[src/rtl/sum_of_n_if.sv]
// sum_of_n_if: operand/result bundle for sum_of_n; master drives N, slave returns S and done.
interface sum_of_n_if #(parameter int N_W = 4, parameter int S_W = 8);
  logic [N_W-1:0] N;
  logic [S_W-1:0] S;
  logic           done;
  modport master(output N, input S, done);
  modport slave(input N, output S, done);
endinterface

[src/rtl/sum_of_n.sv]
// sum_of_n: registered 1+2+...+N, one addition per cycle; SUM_OF_N_CLOSED_FORM_EN loads N*(N+1)/2 in one edge.
module sum_of_n #(
  parameter int N_W = 4,
  parameter int S_W = 8
) (
  input logic       clk,
  input logic       rst,
  sum_of_n_if.slave bus
);
  logic [N_W-1:0] n_q, n_d;
  logic [N_W:0]   k_q, k_d;
  logic [S_W-1:0] acc_q, acc_d;
  logic           done_q, done_d;
`ifdef SUM_OF_N_CLOSED_FORM_EN
  logic [S_W:0]   prod;
  assign prod = (S_W+1)'(bus.N) * ((S_W+1)'(bus.N) + (S_W+1)'(1));
`endif
  always_comb begin
    n_d = n_q;
    k_d = k_q;
    acc_d = acc_q;
    done_d = done_q;
    if (bus.N != n_q) begin
      n_d = bus.N;
      k_d = (N_W+1)'(1);
`ifdef SUM_OF_N_CLOSED_FORM_EN
      acc_d = prod[S_W:1];
      done_d = 1'b1;
`else
      acc_d = '0;
      done_d = bus.N == '0;
`endif
    end else if (!done_q) begin
      acc_d = acc_q + S_W'(k_q);
      done_d = k_q == {1'b0, n_q};
      k_d = done_d ? k_q : k_q + 1'b1;
    end
  end
  always_ff @(posedge clk) begin
    if (rst) begin
      n_q <= '0;
      k_q <= '0;
      acc_q <= '0;
      done_q <= 1'b1;
    end else begin
      n_q <= n_d;
      k_q <= k_d;
      acc_q <= acc_d;
      done_q <= done_d;
    end
  end
  assign bus.S = acc_q;
  assign bus.done = done_q;
endmodule

[src/flat_wrapper.sv]
// flat-port wrapper written by rule: the top's interface ports become plain ports
module sum_of_n_flat 
#(
  parameter int N_W = 4,
  parameter int S_W = 8
)
  (clk, rst, bus_N, bus_S, bus_done);
  sum_of_n_if #(.N_W(N_W), .S_W(S_W)) bus_i ();
  input logic clk;
  input logic rst;
  input wire logic [$bits(bus_i.N)-1:0] bus_N;
  output wire logic [$bits(bus_i.S)-1:0] bus_S;
  output wire logic [$bits(bus_i.done)-1:0] bus_done;
  assign bus_i.N = bus_N;
  assign bus_S = bus_i.S;
  assign bus_done = bus_i.done;
  sum_of_n #(.N_W(N_W), .S_W(S_W)) u_core (.clk(clk), .rst(rst), .bus(bus_i));
endmodule
[config.mk]
export PLATFORM = sky130hd
export DESIGN_NAME = sum_of_n_flat
export DESIGN_NICKNAME = d
export VERILOG_FILES = /design/src/rtl/sum_of_n_if.sv /design/src/rtl/sum_of_n.sv /design/src/flat_wrapper.sv
export SDC_FILE = /design/constraint.sdc
export NUM_CORES = 1
export LEC_CHECK = 0
export CAP_MARGIN = 20
export CORE_MARGIN = 10
export CORE_UTILIZATION = 47
export DETAILED_ROUTE_END_ITERATION = 16
export PLACE_DENSITY = 0.73
export SLEW_MARGIN = 5
export SYNTH_ARGS = -nofsm -noshare
export SYNTH_HDL_FRONTEND = slang
export SYNTH_SLANG_ARGS = --single-unit
[constraint.sdc]
create_clock -name clk -period 2 [get_ports clk]
set_clock_uncertainty 0.2 [all_clocks]
set_input_delay 0.3 -clock clk [delete_from_list [all_inputs] [get_ports clk]]
set_output_delay 0.3 -clock clk [all_outputs]
set_load 0.02 [all_outputs]
==> flow_metrics.py <==
metrics = {
    "synth": {
        "yosys_warnings": 0,
        "synth_area_leaders": "dfxtp_1 36%, ha_1 7.4%, mux2i_1 4.9%",
        "yosys-top-cells-count": "18 x dfxtp_1, 9 x nor2_1, 7 x o21ai_0",
        "ys.flop_type": "dfxtp_1",
        "synthArstFlopShare_pct": 0,
        "syn_inst": 109,
        "syn_area_sq_um": 1010,
        "synth_cell_types": 37,
        "ys_seq_area_share_pct": 35.5,
        "synth-edff-count": 0,
        "syn_nets": 122,
        "synth_seq_cells": 18,
        "yosys.cell_count.top_type": "dfxtp_1",
        "syn_avg_cell_area_sq_um": 9.31,
        "yosys.area.top_type": "dfxtp_1",
        "synth_top_area_share_pct": 35.5,
    },
    "finish": {
        "stdcell_area_sq_um": 1300,
        "final_nets": 147,
        "num_antenna_cells": 0,
        "syn_to_final_growth_pct": 28.2,
        "utilization_pct": 65.0,
        "fillers": 169,
        "drive_above_1_share_pct": 16.7,
    },
    "floorplan": {
        "dieArea_sq_um": 4420,
        "initial_core_util_pct": 50.7,
        "coreArea_sq_um": 2000,
        "row_count": 16,
        "die_h_microns": 66.5,
        "die_x_microns": 66.5,
        "pin_count": 15,
    },
    "setup_path": {
        "critPathArrivalTime_ns": 1.94,
        "critPathKind": "flop to flop",
        "cp-end-kind": "flop",
        "setup.worst_path.start_class": "flop",
        "worstPathRequired_ns": 1.98,
        "path_max_fanout": 3,
    },
    "timing": {
        "finalMaxSlewViolations": 0,
        "period_share_pct": 97.8,
        "setup_violations": 0,
        "hold_viol": 0,
        "tightestPinTransition_ns": 0.342,
        "min_period_ns": 1.96,
        "timing.fmax_ghz": 0.511,
        "rsz0062_at_grt": "yes",
        "slew_headroom_pct": 77.0,
    },
    "detailed_routing": {
        "viasPerCell": 5.67,
        "initialDrtViolationCount": 22,
        "wire_per_inst_microns": 13.9,
        "num_vias": 902,
        "finalWirelength_microns": 2210,
        "first_pass_iters": 4,
        "ant_nets": 0,
        "drc": 0,
    },
    "place": {
        "routabilityCongestion": 0.744,
        "dp_hpwl_microns": 1750,
        "dpl_cell_area_sq_um": 1250,
        "portBuffers": 14,
    },
    "clock_network": {
        "cts.path.max_buffers": 2,
        "path_clk_slew_ns": 0.09,
        "insertion_delay_ns": 0.29,
        "h-tree-depth": 1,
        "clkSinkCount": 18,
        "clock_tree.root_cell": "clkbuf_4",
        "cts_tree": "done",
        "cts_buffers": 3,
        "ctsHoldBuffers": 0,
    },
    "global_route": {
        "grt.overflow.total": 0,
        "grt_usage_pct": 10.7,
        "antenna_found_initial": 0,
        "grt_max_degree": 12,
        "grt_pass1_wl_microns": 3750,
        "grt_pass1_vias": 876,
    },
    "power": {
        "vdd_drop_max_mv": 0.302,
        "p_per_area_nw_per_um2": 493,
        "p_leak_nw": 0.493,
    },
    "run_status": {
        "outcome": "finished clean",
    },
    "run": {
        "max-cap-violations": 0,
    },
    "min_path": {
        "hp-class": "flop to flop",
    },
}
[placed cells by master, fill, tap and decap left out, types with 3 or more instances in the layout]
cell type,count
a211oi_1,3
a21oi_1,5
buf_4,10
clkbuf_4,3
clkdlybuf4s50_1,14
dfxtp_1,17
ha_1,3
inv_1,3
mux2i_1,5
nand3b_1,4
nor2_1,9
nor2b_1,5
o21ai_0,7
or3_1,3
xnor2_1,5
xor2_1,4
[per-stage QoR]
step / power (mW) / hold WS, ns / setup TNS (ns) / setup slack (ns) / cells
5_1_grt: 0.680 / 0.337 / -0.0497 / -0.0497 / 159
3_5_place_dp: 0.472 / 0.284 / -0.389 / -0.137 / 156
2_1_floorplan: 0.434 / 0.228 / 0 / 0.00697 / 109
6_report: 0.641 / 0.292 / 0 / 0.0440 / 159
4_1_cts: 0.652 / 0.298 / 0 / 0.0154 / 159
3_3_place_gp: 0.468 / 0.261 / -0.144 / -0.0712 / 156
[where the power goes]
group	internal (mW)	leakage, nW	switching, mW
sequential	0.367	0.147	0.00928
clock	0.0702	0.0138	0.107
combinational	0.0458	0.333	0.0422
[path summary, 6_finish.rpt]
path	start	endpoint	slack, ns	depth (start not counted)
worst max-delay path	u_core.bus.S[0]	u_core.bus.S[4]	0.04	6
worst min-delay path	u_core.bus.S[7]	u_core.bus.S[7]	0.29	2
worst max register to register	u_core.bus.S[0]	u_core.bus.S[4]	0.04	6
worst min register to register	u_core.bus.S[7]	u_core.bus.S[7]	0.29	2
[worst max-delay path: stages (launching register included)]
cell and delay (ns):
dfxtp_1 0.34, ha_2 0.20, fa_1 0.40, a21o_1 0.23
a21oi_2 0.16, nor3b_1 0.06, a2111oi_1 0.25
[timing repair]
item / 4_1_cts / 5_1_grt
resized for setup: 2 / 4
setup buffers: 0 / 0
pin swaps: 1 / 0
setup endpoints to repair: 2 / 3
[state kept, by name, summed over array words and instances (netlist names)]
register,count
u_core.bus.S,8
u_core.bus.done,1
u_core.k_q,5
u_core.n_q,4
[area by class of cell]
type                    instances  area [sq um]  share of cell area (%)
flip-flops and latches         18           362                    27.8
clock buffers                   3          22.5                    1.73
well taps                      27          33.8                    2.60
inverters                       4          15.0                    1.15
repair buffers                 24           215                    16.5
multi-input cells              83           653                    50.2
[cell families (layout without fill, tap and decap cells)]
logic type                 after synthesis  after routing  synth area share (%)
and+or+nand+nor                         34             34                  20.3
xor gates and xnor gates                 9              9                  7.77
buffers and inverters                    8             31                  3.33
adders and majority gates                7              7                  9.37
muxes                                    5              5                  4.93
AOI/OAI and AO/OA                       28             28                  18.7
DFF                                     18             18                  35.5
[metal layers]
metal,vias to the layer above,global-route usage [%],routed length [microns]
li1,445,-,-
met3,5,3.85,148
met2,22,19.3,1080
met4,0,5.50,54
met5,-,0,0
met1,430,10.6,922
Power figures use the tool's default switching activity.
